--- src/rtl/argmax_pkg.sv ---
// Shared types and defaults for the argmax search controller.
package argmax_pkg;
    localparam int W_DEF = 4;

    typedef enum logic [1:0] {
        IDLE    = 2'd0,
        COLLECT = 2'd1,
        DONE    = 2'd2
    } state_t;
endpackage

--- src/rtl/mux2.sv ---
// 4-bit 2:1 mux; adr=1 selects b.
module mux2 (
    input  logic [3:0] a,
    input  logic [3:0] b,
    input  logic       adr,
    output logic [3:0] y
);
    assign y = adr ? b : a;
endmodule

--- src/rtl/argmax_ctrl.sv ---
// Streams N unsigned elements and reports the maximum and the index of its
// first occurrence; result is held until the consumer handshakes it.
module argmax_ctrl
    import argmax_pkg::*;
#(
    parameter int N = 8,
    parameter int W = W_DEF
) (
    input  logic                 clk,
    input  logic                 rst_n,
    input  logic                 start,
    input  logic                 in_valid,
    input  logic [W-1:0]         in_data,
    output logic                 in_ready,
    output logic                 busy,
    output logic                 out_valid,
    output logic [W-1:0]         out_max,
    output logic [$clog2(N)-1:0] out_idx,
    input  logic                 out_ready
);
    localparam int IW = $clog2(N);
    localparam logic [IW-1:0] LAST = IW'(N - 1);

    state_t        state, state_nxt;
    logic [IW-1:0] cnt;
    logic [W-1:0]  run_max, max_nxt;
    logic [IW-1:0] run_idx;
    logic          acc, load, last;

    assign in_ready  = (state == COLLECT);
    assign busy      = (state != IDLE);
    assign out_valid = (state == DONE);
    assign out_max   = run_max;
    assign out_idx   = run_idx;

    assign acc  = in_valid && in_ready;
    assign last = acc && (cnt == LAST);
    // Strict compare keeps the earliest index on ties.
    assign load = acc && ((cnt == '0) || (in_data > run_max));

    mux2 u_max_sel (
        .a   (run_max),
        .b   (in_data),
        .adr (load),
        .y   (max_nxt)
    );

    always_comb begin
        state_nxt = state;
        case (state)
            IDLE:    if (start) state_nxt = COLLECT;
            COLLECT: if (last) state_nxt = DONE;
            DONE:    if (out_ready) state_nxt = IDLE;
            default: state_nxt = IDLE;
        endcase
    end

    always_ff @(posedge clk or negedge rst_n) begin
        if (!rst_n) begin
            state   <= IDLE;
            cnt     <= '0;
            run_max <= '0;
            run_idx <= '0;
        end else begin
            state   <= state_nxt;
            run_max <= max_nxt;
            if (load) run_idx <= cnt;
            if (state == IDLE && start) cnt <= '0;
            else if (acc && !last)      cnt <= cnt + 1'b1;
        end
    end
endmodule

--- config.mk ---
export PLATFORM = sky130hd
export DESIGN_NAME = argmax_ctrl
export DESIGN_NICKNAME = d
export VERILOG_FILES = /design/src/rtl/argmax_pkg.sv /design/src/rtl/mux2.sv /design/src/rtl/argmax_ctrl.sv
export SDC_FILE = /design/constraint.sdc
export NUM_CORES = 1
export LEC_CHECK = 0
export CAP_MARGIN = 40
export CORE_MARGIN = 3
export CORE_UTILIZATION = 50
export DETAILED_ROUTE_END_ITERATION = 6
export DONT_BUFFER_PORTS = 1
export HOLD_SLACK_MARGIN = 0.15
export PLACE_DENSITY = 0.75
export SLEW_MARGIN = 20
export SYNTH_ARGS = -nofsm -noshare
export SYNTH_HDL_FRONTEND = slang
export SYNTH_SLANG_ARGS = --single-unit
--- constraint.sdc ---
create_clock -name clk -period 1.53 [get_ports clk]
set_input_delay 0.2295 -clock clk [delete_from_list [all_inputs] [get_ports clk]]
set_output_delay 0.2295 -clock clk [all_outputs]
set_load 0.1 [all_outputs]
==> impl_metrics.ini <==
[routing]
remaining_drc_errors = 0
first_drt_iteration_drcs = 39
drt-pass1-iter-count = 4
viasPerCell = 6.42
drt-total-wl_um = 2560
route.vias.total = 661
final_antenna_net_count = 0
routed_wire_per_std_cell_um = 24.9

[floorplan]
placeableCoreArea_um2 = 1190
start_util_pct = 56.6
floorplan.die_area_um2 = 1820
die-width_um = 42.7
die_h_um = 42.7
placement_rows = 12
top_level_ports = 19

[timing]
count_of_endpoints_failing_setup_in_the_final_report = 10
final-hold-violation-count = 0
rsz0062_at_grt = true
layout_setup_ws_ns = -0.302
timing_worst_slew_pin_value_ns = 0.570
fmaxAchievable_mhz = 546
max-slew-margin-rel_pct = 61.9
finalCriticalPeriod_ns = 1.83
final.period_utilization_pct = 120
clock_skew_ns = 0.0152
final_max_slew_viol_count = 0

[placed_design]
post-dp-hpwl_um = 1050
gp_routability_congestion = 0.751
place_ws_ns = -0.218
post-place-cells = 87
place.port_buffers = 0
detailed_place.area_um2 = 871

[setup_path]
crit_required_ns = 1.67
timing.critical_path.to_type = flop
timing.critical_path.fanout_max = 4
crit_path_launch_type = flop
worstSetupPathType = flop to flop
critical_path_arrival_ns = 1.97

[yosys]
synth_area_leader_cell = dfrtp_1
synth_cell_type_count = 21
synth_warnings = 0
synth_sequential_area_ratio_pct = 44.7
ys_seq_elements = 12
net_count_after_synthesis = 73
netlist_top_cells_area = dfrtp_1 45%, ha_1 13%, mux2_2 12%, inv_1 4.5%, nor2_1 2.8%
proportion_of_netlist_area_held_by_the_largest_area_contributor_pct = 44.7
synth_area_um2 = 672
post_synth_inst_count = 57
synth_area_per_cell_um2 = 11.8

[clocking]
worst_skew_pair.late_latency_ns = 0.29
cts-root-to-sink-buffers = 2
cts_buffers = 3
clock_sink_count = 12
path_clk_slew_ns = 0.08
cts_tree = done
htreeDepth = 1
clk_root_buffer_cell = clkbuf_4

[finish]
regArea_um2 = 313
footprint_of_the_multi_input_gates_um2 = 467
area_growth_syn_to_layout_pct = 70.6
stdcell_area_um2 = 1150
final_cells = 103
finalNetCount = 107
number_of_filler_instances_in_the_final_layout = 21
postLayoutCoreUtil_pct = 96.6
share_of_post_route_cells_with_drive_strength_above_1_pct = 62.9
antenna_cells = 0

[grt]
first_global_vias = 704
initial_antenna_violation_count = 0
wire_length_of_the_first_global_routing_pass_um = 3350
grt_max_degree = 13
grtUsageTotal_pct = 25.9
grt.overflow.total = 0

[run]
max_cap_viol_count = 0

[status]
run_status = finished with violations
violations = setup timing

[worst_hold_path]
holdCritPathClass = input port to flop
==> sequential cells by signal, indices dropped and copies added (netlist names) <==
signal   count
state        2
cnt          3
out_max      4
out_idx      3
==> cells in the final DEF, fill, tap and decap left out, types with 2 or more instances in the layout <==
cell	count
inv_2	2
mux2_4	7
buf_6	3
buf_12	4
dfrtp_1	8
clkbuf_4	3
dfrtp_4	3
nor2b_4	2
ha_4	5
dlygate4sd3_1	7
inv_1	6
nor2_1	4
buf_4	15
ha_1	2
==> stage by stage <==
step / hold WS, ns / setup TNS [ns]
after global routing: 0.281 / -2.73
after global placement: -0.0658 / -0.929
after detailed placement: -0.0658 / -1.58
after floorplan: -0.0661 / -2.24
after CTS: 0.210 / -1.15
final: 0.260 / -2.45
==> per-layer routing <==
layer	part of all wire [%]	GRT usage [%]	up-vias
li1	-	-	256
met2	47	45.2	74
met1	35	25.5	303
met5	0	0	-
met4	7.5	16.8	0
met3	10	8.90	28
==> cells in the mapped netlist <==
master    instances
and4bb_2          1
nor2b_1           2
dfrtp_1          12
or2_2             1
mux2i_1           1
a211oi_2          1
a21o_1            1
nand4_1           1
ha_1              7
a21oi_1           1
o211ai_2          1
o21ai_2           1
and3b_2           1
mux2_2            7
inv_1             8
nand2_1           1
a22o_1            1
nor2_1            5
xnor2_1           1
and2b_1           2
a21oi_4           1
==> cell families after synthesis <==
kind of cell             Yosys count  share of synthesized area, %
AO/OA/AOI/OAI                      7                          10.6
XOR/XNOR                           1                          1.30
adder cells (fa/ha/maj)            7                          13.0
buffers and inverters              8                          4.47
flip-flops                        12                          44.7
multiplexers                       8                          13.2
AND/OR/NAND/NOR                   14                          12.7
==> final cells by class <==
type / instances / share of cell area, %
clock buffer: 3 / 1.97
tap: 14 / 1.53
inverter: 8 / 2.62
sequential: 12 / 27.3
timing repair buffer: 29 / 25.9
multi-input combinational: 37 / 40.7
==> worst paths after layout <==
kind | cells past startpoint | endpoint | startpoint | slack [ns]
setup / recovery | 8 | cnt[1]$_DFFE_PN0P_ | cnt[1]$_DFFE_PN0P_ | -0.30
hold / removal | 3 | cnt[2]$_DFFE_PN0P_ | start | 0.26
setup reg to reg | 8 | cnt[1]$_DFFE_PN0P_ | cnt[1]$_DFFE_PN0P_ | -0.30
hold reg to reg | 1 | out_idx[1]$_DFFE_PN0P_ | out_idx[1]$_DFFE_PN0P_ | 0.52
max in group asynchronous | 1 | out_max[3]$_DFFE_PN0P_ | rst_n | 0.72
min in group asynchronous | 1 | state[1]$_DFFE_PN0P_ | rst_n | 0.37
==> critical path, stage by stage, from the launching register on <==
cell	delay, ns
dfrtp_1	0.40
buf_4	0.15
buf_6	0.12
ha_4	0.16
ha_4	0.15
and4bb_4	0.36
nor2_2	0.06
a21oi_1	0.20
nor2_1	0.09
==> what timing repair did <==
| item | 4_1_cts | 5_1_grt |
|---|---|---|
| endpoints found under the hold margin | 18 | 0 |
| resized for setup | 12 | 15 |
| pin swaps | 2 | 4 |
| hold buffers | 7 | 0 |
| endpoints found under the setup margin | 11 | 12 |
| setup buffers | 4 | 2 |
Power is left out: the tool's default activity adds up to more than one toggle a clock period on the data nets, which glitch-free logic cannot reach.
